`config.mk`:
```
export PLATFORM = sky130hd
export DESIGN_NAME = line_clear_engine
export DESIGN_NICKNAME = d
export VERILOG_FILES = /design/src/rtl/tetris_pkg.sv /design/src/rtl/line_clear_engine_spawn_mask.sv /design/src/rtl/line_clear_engine.sv
export SDC_FILE = /design/constraint.sdc
export NUM_CORES = 1
export LEC_CHECK = 0
export CELL_PAD_IN_SITES_DETAIL_PLACEMENT = 0
export CELL_PAD_IN_SITES_GLOBAL_PLACEMENT = 1
export CORE_MARGIN = 4
export CORE_UTILIZATION = 46
export CTS_BUF_LIST = sky130_fd_sc_hd__clkbuf_2 sky130_fd_sc_hd__clkbuf_4 sky130_fd_sc_hd__clkbuf_8
export DETAILED_ROUTE_END_ITERATION = 8
export PLACE_DENSITY = 0.88
export SKIP_CTS_REPAIR_TIMING = 1
export SLEW_MARGIN = 5
export SYNTH_ARGS = -nofsm -noshare
export SYNTH_HDL_FRONTEND = slang
export SYNTH_HIERARCHICAL = 1
export SYNTH_SLANG_ARGS = --single-unit
```
`constraint.sdc`:
```
create_clock -name clka -period 5.1 [get_ports clka]
set_clock_uncertainty 0.15 [all_clocks]
set_input_delay 1.53 -clock clka [delete_from_list [all_inputs] [get_ports clka]]
set_output_delay 1.53 -clock clka [all_outputs]
set_load 0.02 [all_outputs]
```
`src/rtl/tetris_pkg.sv`:
```
// Shared types for the playfield engines: piece codes, clear-engine FSM states
// and a sizing helper for row indices.
package tetris_pkg;

   typedef enum logic [1:0] {
      PIECE_SINGLE = 2'b00,
      PIECE_DOMINO = 2'b01,
      PIECE_SQUARE = 2'b10,
      PIECE_L      = 2'b11
   } piece_e;

   typedef enum logic [2:0] {
      ST_IDLE,
      ST_SCAN,
      ST_FILL,
      ST_SPAWN,
      ST_DONE
   } state_e;

   // Bits needed to index ROWS rows (ROW_W in the engine).
   function automatic int row_bits(input int rows);
      return (rows > 1) ? $clog2(rows) : 1;
   endfunction

endpackage

```
`src/rtl/line_clear_engine_spawn_mask.sv`:
```
// Combinational piece-to-board mask for the 2x2 spawn window; also used by the
// move/rotate collision checker.
module spawn_mask
   import tetris_pkg::*;
#(
   parameter int ROWS      = 8,
   parameter int COLS      = 4,
   parameter int SPAWN_COL = 1
) (
   input  logic [1:0]           curr_piece,
   output logic [ROWS*COLS-1:0] mask
);

   localparam int C0 = SPAWN_COL;
   localparam int C1 = SPAWN_COL + 1;
   localparam int R1 = COLS;

   always_comb begin
      mask     = '0;
      mask[C0] = 1'b1;
      case (piece_e'(curr_piece))
         PIECE_DOMINO: mask[C1] = 1'b1;
         PIECE_SQUARE: begin
            mask[C1]      = 1'b1;
            mask[R1 + C0] = 1'b1;
            mask[R1 + C1] = 1'b1;
         end
         PIECE_L: begin
            mask[R1 + C0] = 1'b1;
            mask[R1 + C1] = 1'b1;
         end
         default: ;
      endcase
   end

endmodule

```
`src/rtl/line_clear_engine.sv`:
```
// Line-clear and spawn engine: scans a latched board bottom-up one row per
// cycle, compacts non-full rows downward, zero-fills the top, then spawns.
module line_clear_engine
   import tetris_pkg::*;
#(
   parameter int ROWS      = 8,
   parameter int COLS      = 4,
   parameter int SPAWN_COL = 1,
   parameter int SCORE_W   = 16
) (
   input  logic                      clka,
   input  logic                      restart_n,
   input  logic                      start,
   input  logic                      spawn_en,
   input  logic [1:0]                curr_piece,
   input  logic [ROWS*COLS-1:0]      board_in,
   output logic [ROWS*COLS-1:0]      board_out,
   output logic                      busy,
   output logic                      done,
   output logic [$clog2(ROWS+1)-1:0] lines_cleared,
   output logic [SCORE_W-1:0]        score,
   output logic                      game_over
);

   localparam int ROW_W = row_bits(ROWS);
   localparam int CNT_W = $clog2(ROWS + 1);

   state_e                    state;
   logic [ROWS-1:0][COLS-1:0] work;
   logic [ROW_W-1:0]          rd;
   logic [ROW_W:0]            wr;
   logic [CNT_W-1:0]          count;
   logic                      spawn_q;
   logic [1:0]                piece_q;
   logic [ROWS*COLS-1:0]      mask;
   logic [SCORE_W:0]          score_sum;

   spawn_mask #(.ROWS(ROWS), .COLS(COLS), .SPAWN_COL(SPAWN_COL)) u_mask (
      .curr_piece (piece_q),
      .mask       (mask)
   );

   assign score_sum = {1'b0, score} + (SCORE_W+1)'(count);

   always_ff @(posedge clka or negedge restart_n) begin
      if (!restart_n) begin
         state         <= ST_IDLE;
         work          <= '0;
         rd            <= '0;
         wr            <= '0;
         count         <= '0;
         spawn_q       <= 1'b0;
         piece_q       <= '0;
         board_out     <= '0;
         busy          <= 1'b0;
         done          <= 1'b0;
         lines_cleared <= '0;
         score         <= '0;
         game_over     <= 1'b0;
      end else begin
         case (state)
            ST_IDLE: begin
               done <= 1'b0;
               busy <= 1'b0;
               if (start && !game_over) begin
                  work    <= board_in;
                  spawn_q <= spawn_en;
                  piece_q <= curr_piece;
                  rd      <= ROW_W'(ROWS - 1);
                  wr      <= (ROW_W+1)'(ROWS - 1);
                  count   <= '0;
                  busy    <= 1'b1;
                  state   <= ST_SCAN;
               end
            end
            ST_SCAN: begin
               // In-place compaction is safe: wr never drops below rd.
               if (&work[rd]) begin
                  count <= count + CNT_W'(1);
               end else begin
                  work[wr[ROW_W-1:0]] <= work[rd];
                  wr                  <= wr - (ROW_W+1)'(1);
               end
               rd <= rd - ROW_W'(1);
               if (rd == '0) state <= ST_FILL;
            end
            ST_FILL: begin
               // Surviving rows end at wr+1, so rows 0..wr are exactly the first count rows.
               for (int r = 0; r < ROWS; r++)
                  if (CNT_W'(r) < count) work[r] <= '0;
               state <= ST_SPAWN;
            end
            ST_SPAWN: begin
               if (spawn_q) begin
                  work <= work | mask;
                  if (|(work & mask)) game_over <= 1'b1;
               end
               state <= ST_DONE;
            end
            ST_DONE: begin
               done          <= 1'b1;
               board_out     <= work;
               lines_cleared <= count;
               score         <= score_sum[SCORE_W] ? '1 : score_sum[SCORE_W-1:0];
               state         <= ST_IDLE;
            end
            default: state <= ST_IDLE;
         endcase
      end
   end

endmodule
```
==> flow_metrics.env, run 1 <==
export IMPL_end_kind="register"
export IMPL_yosys_area_top_type_share_pct=42.2
export IMPL_gp_congestion=0.973
export IMPL_grt_pass1_vias=5370
export IMPL_die_y_um=123
export IMPL_grt_max_degree=51
export IMPL_hold_path_class="reg2reg"
export IMPL_p_comb_share_pct=56.8
export IMPL_min_period_ps=3240
export IMPL_insertion_delay_ps=390
export IMPL_hold_worst_slack_ps=331
export IMPL_critPathLaunchType="register"
export IMPL_fill_cells=1191
export IMPL_async_reset_ff_share_pct=100
export IMPL_yosys_area_top_type="dfrtp_1"
export IMPL_cts_root_buffer="clkbuf_8"
export IMPL_setup_viol=0
export IMPL_nets=787
export IMPL_synth_edf_count=0
export IMPL_synth_area_per_cell_um2=9.17
export IMPL_arrival_ps=3360
export IMPL_drt_pass1_iterations=5
export IMPL_power_density_nw_per_um2=708
export IMPL_cp_data_required_time_ps=5220
export IMPL_core_area_um2=12800
export IMPL_setup_tns_ps=0
export IMPL_placed_area_um2=7030
export IMPL_netlist_area_um2=6110
export IMPL_vias=5333
export IMPL_p_switching_uw=2370
export IMPL_rows=41
export IMPL_dp_cells=898
export IMPL_crit_type="reg2reg"
export IMPL_seq_area_frac_synth_pct=42.2
export IMPL_crit_top_cell="mux2_2"
export IMPL_report_final_slew_viol_count=0
export IMPL_drive_above_1_share_pct=7.68
export IMPL_drc=0
export IMPL_crit_slowest_cell="o221ai_1"
export IMPL_period_share_pct=63.6
export IMPL_design_area_um2=7230
export IMPL_ff_latch_area_um2=2580
export IMPL_yosysUniqueCellTypes=59
export IMPL_power_leakage_uw=0.00336
export IMPL_antennaDiodeCount=0
export IMPL_synth_area_leaders="dfrtp_1 (42%), nand2_1 (7.0%), a22oi_1 (4.4%), a21oi_1 (3.8%), a21o_1 (3.7%)"
export IMPL_hpwl_um=12800
export IMPL_antenna_found_initial=0
export IMPL_io_pins=93
export IMPL_clk_pin_slew_worst_paths_ps=100
export IMPL_cpPeakStageDelay_ps=710
export IMPL_slew_headroom_pct=31.7
export IMPL_die_w_um=123
export IMPL_ys_flop_type="dfrtp_1"
export IMPL_rsz0062_at_grt="no"
export IMPL_overflow=0
export IMPL_mostFrequentLayoutCell="nand2_1"
export IMPL_p_total_uw=5120
export IMPL_cts_buffers=9
export IMPL_multi_input_area_um2=3180
export IMPL_ir_worst_vdd_uv=276
export IMPL_intPower_uw=2760
export IMPL_grt_first_pass_wirelength_um=27900
export IMPL_layout_cells_non_filler=914
export IMPL_yosysWarnings=6
export IMPL_worst_pin_slew_ps=1020
export IMPL_routed_via_density=5.83
export IMPL_clkPwrFrac_pct=10.5
export IMPL_grt_use_total_pct=23.9
export IMPL_critical_path_cell_chain="mux4_2, mux2_2, nand4_1, o221ai_1, mux2_2"
export IMPL_htreeDepth=3
export IMPL_clock_path_buffers=2
export IMPL_cts_sinks=103
export IMPL_status="completed"
export IMPL_drt_total_wl_um=17600
export IMPL_die_area_um2=15200
export IMPL_cts_tree="built"
export IMPL_finalHoldViolations=0
export IMPL_switching_share_pct=46.2
export IMPL_portBuffers=92
export IMPL_wl_per_cell_um=19.3
export IMPL_p_seq_share_pct=32.8
export IMPL_syn_inst=666
export IMPL_start_util_pct=47.6
export IMPL_final_antenna_net_count=0
export IMPL_cp_max_fo=12
export IMPL_syn_to_final_growth_pct=18.5
export IMPL_fmax_mhz=308
export IMPL_synth_seq_cells=103
export IMPL_maxCapViolCount=0
export IMPL_final_cell_mix="nand2_1 (114), dfrtp_1 (103), clkdlybuf4s50_1 (91), a21oi_1 (46), nor2_1 (37)"
export IMPL_drtIter0Drc=528
-- cells by family (layout without fill, tap and decap cells) --
family | after synthesis | count (layout) | synth area share [%]
fa+ha+maj | 12 | 12 | 2.58
flops | 103 | 103 | 42.2
other cells | 2 | 29 | 0.123
mux | 46 | 46 | 9.77
xor+xnor | 3 | 3 | 0.430
buf+inv | 88 | 137 | 7.52
simple gates | 228 | 228 | 17.7
compound gates | 184 | 184 | 19.7
-- final timing paths --
| path | start | to | slack (ps) | cells after the start |
|---|---|---|---|---|
| worst min register to register | board_out[30] | board_out[30] | 330 | 2 |
| worst max register to register | rd[0] | work[8] | 1860 | 5 |
| max in group asynchronous | restart_n | work[8] | 3010 | 2 |
| worst max-delay path | rd[0] | work[8] | 1860 | 5 |
| min in group asynchronous | restart_n | lines_cleared[0] | 900 | 1 |
| worst min-delay path | board_out[30] | board_out[30] | 330 | 2 |
-- power groups by stage --
stage	sequential (uW)	clock (uW)	combinational, uW
2_1_floorplan	1640	0	1910
3_3_place_gp	1670	0	2770
3_5_place_dp	1680	0	2870
4_1_cts	1660	551	2880
5_1_grt	1720	586	3170
6_report	1680	537	2910
-- metal layers --
layer | global-route usage, % | vias to the layer above | share of wire (%)
li1 | - | 2483 | -
met1 | 32.3 | 2616 | 44
met2 | 38.5 | 196 | 48
met3 | 5.31 | 38 | 6.7
met4 | 7.34 | 0 | 1.9
met5 | 0 | - | 0
-- cell usage after synthesis, types with 3 or more instances --
| library cell | count |
|---|---|
| buf_1 | 3 |
| o22a_1 | 3 |
| nand3_1 | 16 |
| o21ai_0 | 29 |
| dfrtp_1 | 103 |
| a22oi_1 | 36 |
| nor3_1 | 4 |
| and2_1 | 4 |
| or4_1 | 5 |
| o221ai_1 | 3 |
| a21oi_1 | 46 |
| mux2_2 | 16 |
| o21ai_1 | 8 |
| mux2i_1 | 9 |
| o31ai_1 | 4 |
| mux2_1 | 13 |
| ha_1 | 11 |
| a31oi_1 | 3 |
| clkbuf_1 | 32 |
| nor4_1 | 5 |
| mux4_2 | 8 |
| nor4b_1 | 7 |
| nand2_1 | 114 |
| nor2b_1 | 3 |
| and3_1 | 5 |
| buf_4 | 30 |
| o22ai_1 | 7 |
| a221oi_1 | 3 |
| nand4_1 | 6 |
| nor2_1 | 38 |
| nand2b_1 | 5 |
| inv_1 | 19 |
| a21o_1 | 30 |
-- cell type report --
class | count | area share, %
clock buffer | 13 | 2.21
clock inverter | 3 | 0.588
inverter | 20 | 1.04
multi-input combinational | 502 | 43.9
sequential | 103 | 35.6
tap | 172 | 2.97
timing repair buffer | 101 | 13.6
-- worst max-delay path, delay by kind of cell, from the launching register on --
family | cells | cell delay, ps
AO/OA/AOI/OAI | 1 | 710
flip-flops | 1 | 680
multiplexers | 3 | 1060
AND/OR/NAND/NOR | 1 | 520
-- flip-flops by register name, summed over array words and instances, names as in the netlist --
signal         count
spawn_q            1
rd                 3
board_out         32
done               1
score             16
lines_cleared      4
state              3
work              32
game_over          1
busy               1
piece_q            2
wr                 3
count              4
-- through the flow --
stage / utilization, % / setup WS (ps)
floorplan: - / 2100
global route: 56.4 / 1630
CTS: 56.4 / 1850
detailed placement: 54.8 / 1510
global placement: 54.8 / 1550
finish: 56.4 / 1860
Power figures use the tool's default switching activity.
==> inputs of run 2 (changes only) <==
--- a/config.mk
+++ b/config.mk
@@ -8,10 +8,10 @@
 export CELL_PAD_IN_SITES_DETAIL_PLACEMENT = 0
 export CELL_PAD_IN_SITES_GLOBAL_PLACEMENT = 1
 export CORE_MARGIN = 4
-export CORE_UTILIZATION = 46
+export CORE_UTILIZATION = 43
 export CTS_BUF_LIST = sky130_fd_sc_hd__clkbuf_2 sky130_fd_sc_hd__clkbuf_4 sky130_fd_sc_hd__clkbuf_8
 export DETAILED_ROUTE_END_ITERATION = 8
-export PLACE_DENSITY = 0.88
+export PLACE_DENSITY = 0.83
 export SKIP_CTS_REPAIR_TIMING = 1
 export SLEW_MARGIN = 5
 export SYNTH_ARGS = -nofsm -noshare
==> constraint.sdc (replaced) <==
create_clock -name clka -period 3.35 [get_ports clka]
set_clock_uncertainty 0.15 [all_clocks]
set_input_delay 1.005 -clock clka [delete_from_list [all_inputs] [get_ports clka]]
set_output_delay 1.005 -clock clka [all_outputs]
set_load 0.02 [all_outputs]
==> flow_metrics.env, run 2 (synthesis gave the netlist of run 1 again) <==
export IMPL_status="completed"
export IMPL_vias=5382
export IMPL_period_share_pct=89.2
export IMPL_io_pins=93
export IMPL_rsz0062_at_grt="no"
export IMPL_nets=803
export IMPL_grt_first_pass_wirelength_um=29400
export IMPL_layout_cells_non_filler=938
export IMPL_cp_data_required_time_ps=3470
export IMPL_gp_congestion=0.957
export IMPL_die_w_um=127
export IMPL_power_leakage_uw=0.00344
export IMPL_drt_pass1_iterations=6
export IMPL_routed_via_density=5.74
export IMPL_report_final_slew_viol_count=0
export IMPL_mostFrequentLayoutCell="nand2_1"
export IMPL_start_util_pct=44.0
export IMPL_final_antenna_net_count=0
export IMPL_drive_above_1_share_pct=9.63
export IMPL_overflow=0
export IMPL_p_total_uw=8020
export IMPL_design_area_um2=7370
export IMPL_critical_path_cell_chain="mux4_2, mux2_2, buf_4, and4_4, a221o_1, mux2_1"
export IMPL_cts_buffers=9
export IMPL_crit_reg2reg_launch="rd[0]"
export IMPL_finalHoldViolations=0
export IMPL_setup_tns_ps=0
export IMPL_crit_path_start="rd[0]"
export IMPL_drtIter0Drc=434
export IMPL_worst_pin_slew_ps=981
export IMPL_fill_cells=1319
export IMPL_insertion_delay_ps=390
export IMPL_final_cell_mix="nand2_1 (114), dfrtp_1 (103), clkdlybuf4s50_1 (91), a21oi_1 (46), nor2_1 (37)"
export IMPL_hpwl_um=13400
export IMPL_clk_pin_slew_worst_paths_ps=100
export IMPL_grt_use_total_pct=23.1
export IMPL_antenna_found_initial=0
export IMPL_die_y_um=127
export IMPL_multi_input_area_um2=3180
export IMPL_rows=43
export IMPL_route_met2_wl_um=8580
export IMPL_critPathLaunchType="register"
export IMPL_setup_viol=0
export IMPL_placed_area_um2=7170
export IMPL_cpPeakStageDelay_ps=660
export IMPL_slew_headroom_pct=34.1
export IMPL_wl_per_cell_um=19.4
export IMPL_highest_layer="met4"
export IMPL_hold_path_class="in2async"
export IMPL_route_met3_wl_um=1130
export IMPL_cts_tree="built"
export IMPL_drc=0
export IMPL_drt_total_wl_um=18200
export IMPL_cts_root_buffer="clkbuf_8"
export IMPL_clock_path_buffers=2
export IMPL_antennaDiodeCount=0
export IMPL_largestRegisters="board_out: 32 flops, work: 32 flops, score: 16 flops"
export IMPL_grt_max_degree=54
export IMPL_dp_cells=922
export IMPL_arrival_ps=3110
export IMPL_min_period_ps=2990
export IMPL_syn_to_final_growth_pct=20.7
export IMPL_core_area_um2=13900
export IMPL_end_kind="register"
export IMPL_ff_latch_area_um2=2580
export IMPL_cp_max_fo=9
export IMPL_grt_pass1_vias=5304
export IMPL_maxCapViolCount=0
export IMPL_crit_slowest_cell="dfrtp_1"
export IMPL_htreeDepth=3
export IMPL_drt_met1_wl_um=8050
export IMPL_ir_worst_vdd_uv=445
export IMPL_crit_type="reg2reg"
export IMPL_power_density_nw_per_um2=1090
export IMPL_portBuffers=92
export IMPL_die_area_um2=16200
export IMPL_cts_sinks=103
export IMPL_fmax_mhz=335
==> run 2: stage by stage <==
step	setup WS [ps]	util (%)	hold WS, ps
after floorplan	748	-	324
after global placement	335	51.7	310
after detailed placement	278	51.7	313
after CTS	347	53.1	289
after global routing	221	53.1	298
final	361	53.1	303
==> run 2: cell type report <==
cell class                 instances  area share, %
clock buffer                      10           1.78
clock inverter                     6          0.832
inverter                          20           1.02
multi-input combinational        502           43.1
sequential                       103           35.0
tap                              180           3.06
timing repair buffer             117           15.2
==> run 2: where the power goes <==
part / leakage [uW] / total [uW] / internal, uW / switching (uW)
Sequential: 0.00128 / 2560 / 1800 / 760
Clock: 0.0000994 / 802 / 352 / 450
Combinational: 0.00206 / 4660 / 2180 / 2480
==> run 2: final timing paths <==
kind	slack [ps]	depth (start not counted)	end
setup reg to reg	360	6	work[22]
hold / removal	300	1	score[6]
setup / recovery	360	6	work[22]
min in group clka	340	2	board_out[2]
max in group asynchronous	2000	2	work[22]
hold reg to reg	340	2	board_out[2]
==> run 2: critical path: cells and delay by family (launching register included) <==
family | cells | cell delay [ps]
muxes | 3 | 1200
DFF | 1 | 660
AOI/OAI and AO/OA | 1 | 440
and+or+nand+nor | 1 | 230
buffers and inverters | 1 | 190
==> run 2: per-layer routing <==
| metal | global-route usage, % | up-vias |
|---|---|---|
| met1 | 32.1 | 2620 |
| li1 | - | 2517 |
| met2 | 37.0 | 211 |
| met3 | 3.68 | 34 |
| met4 | 7.82 | 0 |
| met5 | 0 | - |
==> inputs of run 3 (changes only) <==
--- a/config.mk
+++ b/config.mk
@@ -10,9 +10,9 @@
 export CORE_MARGIN = 4
 export CORE_UTILIZATION = 43
 export CTS_BUF_LIST = sky130_fd_sc_hd__clkbuf_2 sky130_fd_sc_hd__clkbuf_4 sky130_fd_sc_hd__clkbuf_8
+export CTS_CLUSTER_DIAMETER = 200
 export DETAILED_ROUTE_END_ITERATION = 8
 export PLACE_DENSITY = 0.83
-export SKIP_CTS_REPAIR_TIMING = 1
 export SLEW_MARGIN = 5
 export SYNTH_ARGS = -nofsm -noshare
 export SYNTH_HDL_FRONTEND = slang
==> results of run 3 <==
The final DEF is identical to that of run 2; final timing and power are the same.
==> RTL edit 1 (flow settings as in run 1) <==
Re-encode `state_e` (5 states) as Gray code, 3 bits wide.
--- a/src/rtl/tetris_pkg.sv
+++ b/src/rtl/tetris_pkg.sv
@@ -12,7 +12,7 @@
    typedef enum logic [2:0] {
-      ST_IDLE,
-      ST_SCAN,
-      ST_FILL,
-      ST_SPAWN,
-      ST_DONE
+      ST_IDLE  = 3'b000,
+      ST_SCAN  = 3'b001,
+      ST_FILL  = 3'b011,
+      ST_SPAWN = 3'b010,
+      ST_DONE  = 3'b110
    } state_e;
Formal check against the unedited RTL: no difference found for any inputs over 10 cycles, from zero or initial values; not proved beyond that.
==> RTL edit 1 against run 1 <==
  * Cell area is 1.2% lower
  * Clock power is 13% lower
  * Wire length is 8.4% lower
  * Utilization is 0.46 points lower
  * Synthesized area is 0.78% lower
  * Sequential cell count stayed put
  * Setup slack worse by 310 ps
  * Non-clock buffer count is 4 lower
  * Total power is 12% lower
==> RTL edit 1: results (changes against run 1) <==
worst_slew_pin_slew_ps: 1250  # +237 ps
htree_levels: 3  # unchanged
cts_buffers: 9  # unchanged
synth.top_cells.by_count: "165 x nand2_1, 103 x dfrtp_1, 48 x a21oi_1"
clock_sinks: 103  # unchanged
reg_top3: "board_out (32), work (32), score (16)"
clock_latency_ps: 370  # -20 ps
place.gp.congestion: 0.936  # -3.8%
vias_per_cell: 5.73  # -1.7%
clk_pin_slew_ps: 90
crit_arrival_ps: 3650  # +290 ps
synth_area_leaders: "dfrtp_1 43%, nand2_1 10%, o221ai_1 4.6%"
path_max_fanout: 4  # -8
post-dp-hpwl_um: 11900  # -6.6%
grt_pass1_vias: 5058  # -5.8%
hold_path_class: "reg2reg"
yosys_warnings: 6  # unchanged
max-vdd-ir-drop_mv: 0.285  # +3.3%
p_leak_nw: 3.18  # -5.3%
fillers: 1114  # -6.5%
drive_gt1_frac: 0.0958  # +0.0190
status: "finished clean"
cts_buffer_depth: 2  # unchanged
grtUsageTotal: 0.224  # -0.0150
grt_pass1_wl_um: 26400  # -5.4%
dr.pass1.iters: 5  # unchanged
nets: 755  # -4.1%
ys_seq_area_frac: 0.425  # +0.00331
syn_avg_cell_area_um2: 9.57  # +4.4%
drt_iter0_drc: 412  # -22%
portBuffers: 92  # unchanged
clock-root-buffer: "clkbuf_8"
grt_max_degree: 84  # +65%
antenna_found_initial: 0  # unchanged
async_flop_share: 1.00  # unchanged
placed_cells: 866  # -3.6%
wirelength_um: 16200  # -8.4%
vias: 5058  # -5.2%
synth_cell_type_count: 63  # +6.8%
n_antenna_cell: 0  # unchanged
RTL edit 1: kinds of logic after synthesis:
logic type | after synthesis | synth area share
fa+ha+maj | 12 | 0.0260
other cells | 2 | 0.00124
mux | 49 | 0.121
flops | 103 | 0.425
simple gates | 239 | 0.172
compound gates | 149 | 0.182
buf+inv | 77 | 0.0694
xor+xnor | 2 | 0.00289
RTL edit 1: area by class of cell:
cell class	instances	area [um^2]	share of cell area
Inverter	14	52.6	0.00735
Clock buffer	9	124	0.0173
Timing Repair Buffer	97	956	0.134
Tap cell	172	215	0.0301
Clock inverter	7	48.8	0.00683
Multi-Input combinational cell	480	3170	0.444
Sequential cell	103	2580	0.361
RTL edit 1: metrics by stage:
step	hold slack, ps	cell area [um^2]	power (mW)	setup slack [ps]
2_1_floorplan	319	6160	3.19	1710
3_3_place_gp	312	6970	3.93	1230
3_5_place_dp	311	6970	4.01	1150
4_1_cts	337	7150	4.49	1550
5_1_grt	359	7150	4.79	1450
6_report	330	7150	4.50	1550
RTL edit 1: final timing paths:
| path | from | to | slack, ps | depth (start not counted) |
|---|---|---|---|---|
| setup / recovery | start | work[2] | 1550 | 6 |
| hold / removal | board_out[1] | board_out[1] | 330 | 2 |
| setup reg to reg | rd[0] | work[12] | 1630 | 5 |
| hold reg to reg | board_out[1] | board_out[1] | 330 | 2 |
| max in group asynchronous | restart_n | board_out[15] | 2700 | 2 |
| min in group asynchronous | restart_n | score[6] | 1160 | 1 |
RTL edit 1: critical path, stage by stage:
cell and delay, ps:
clkdlybuf4s50_1 470, or3b_1 380, a31oi_2 430, nand2_1 100
a21oi_1 360, mux2_1 380
RTL edit 1: where the power goes:
part	leakage, nW	total [mW]	switching [mW]	internal, mW
sequential	1.35	1.55	0.409	1.14
clock	0.0776	0.467	0.289	0.177
combinational	1.75	2.49	1.32	1.17
RTL edit 1: layer usage:
metal  GRT usage  vias to the layer above  share of wire
met2       0.360                      190           0.48
met3      0.0465                       28          0.062
li1            -                     2381              -
met1       0.304                     2459           0.44
met5           0                        -              0
met4      0.0707                        0          0.021
==> RTL edit 2 (config.mk and constraints of run 1) <==
Made on the original files. `COLS` is set to 4 in 2 places; all go to 6.
--- a/src/rtl/line_clear_engine_spawn_mask.sv
+++ b/src/rtl/line_clear_engine_spawn_mask.sv
@@ -6,3 +6,3 @@
    parameter int ROWS      = 8,
-   parameter int COLS      = 4,
+   parameter int COLS      = 6,
    parameter int SPAWN_COL = 1
--- a/src/rtl/line_clear_engine.sv
+++ b/src/rtl/line_clear_engine.sv
@@ -6,3 +6,3 @@
    parameter int ROWS      = 8,
-   parameter int COLS      = 4,
+   parameter int COLS      = 6,
    parameter int SPAWN_COL = 1,
Interface: changed (resized board_in and board_out); port bits go from 93 to 125. No check against the original RTL was run, so the function may have changed too.
==> RTL edit 2 against run 1 <==
  * Setup slack lost 10 ps
  * Worst hold slack lost 6.7 ps
  * Total power grew 14%
  * Die area grew 24%
  * Sequential power grew 21%
  * Synthesized area grew 26%
  * Wire length grew 26%
  * Utilization grew 0.057 points
  * Sequential cell count grew 32
  * Cell area grew 29%
  * Global-route usage grew 0.35 points
==> RTL edit 2: results (changes against run 1) <==
critPathTopFamily: "simple AND/OR/NAND/NOR gates"
grt_pass1_vias: 6479  # +21%
fillers: 1541  # +29%
htree_levels: 4  # +1
routed-wl-met3_um: 1800  # +51%
synth_area_leaders: "dfrtp_1 44%, nand2_1 12%, a22o_1 6.1%"
portBuffers: 124  # +35%
status: "finished clean"
nets: 995  # +26%
grt_max_degree: 100  # +96%
grtUsageTotal: 0.242  # +0.00352
place_ws_ps: 1450  # -53.5 ps
reg_top3: "board_out (48), work (48), score (16)"
dr_wl_met2_um: 10200  # +21%
cts_buffers: 17  # +8
slew_headroom: 0.320  # +0.00284
post-dp-hpwl_um: 15900  # +24%
drt_iter0_drc: 533  # +0.95%
synth_cell_type_count: 53  # -10%
p_leak_nw: 4.30  # +28%
synthXorXnorAreaFrac: 0.0114  # +0.00707
use_met1: 0.340  # +0.0171
grt.met2_usage: 0.372  # -0.0133
slowest_stage: "dfrtp_1"
wl_met1_um: 9740  # +26%
layout.area.seq_mm2: 0.00338  # +31%
met3_usage: 0.0614  # +0.00829
path_max_fanout: 25  # +13
r2r_cells: 6  # +1
synth.area.mux_share: 0.0591  # -0.0386
hold_path.startpoint: "board_out[2]"
## RTL edit 2: cell types whose count changed after synthesis, sizes merged, moves of 28 or more
cell	change
a22oi	-36
dfrtp	+32
nor2	-31
o21ai	+28
a21oi	-32
a22o	+52
nand2	+129
o221ai	+45
## RTL edit 2: where the power goes
part / internal (mW) / leakage (nW) / switching [mW]
combinational: 1.25 / 2.35 / 1.60
clock: 0.514 / 0.213 / 0.447
sequential: 1.49 / 1.74 / 0.540
total: 3.25 / 4.30 / 2.58
## RTL edit 2: final timing paths
check	to	slack (ps)
worst max register to register	work[28]	1850
worst min register to register	board_out[2]	320
worst max-delay path	work[28]	1850
min in group asynchronous	board_out[6]	1020
max in group asynchronous	work[31]	2920
worst min-delay path	board_out[2]	320
## RTL edit 2: area by class of cell
type,count,share of cell area
Tap cell,220,0.0296
Clock buffer,19,0.0281
Timing Repair Buffer,131,0.139
Sequential cell,135,0.363
Multi-Input combinational cell,630,0.416
Clock inverter,13,0.0180
Inverter,14,0.00565
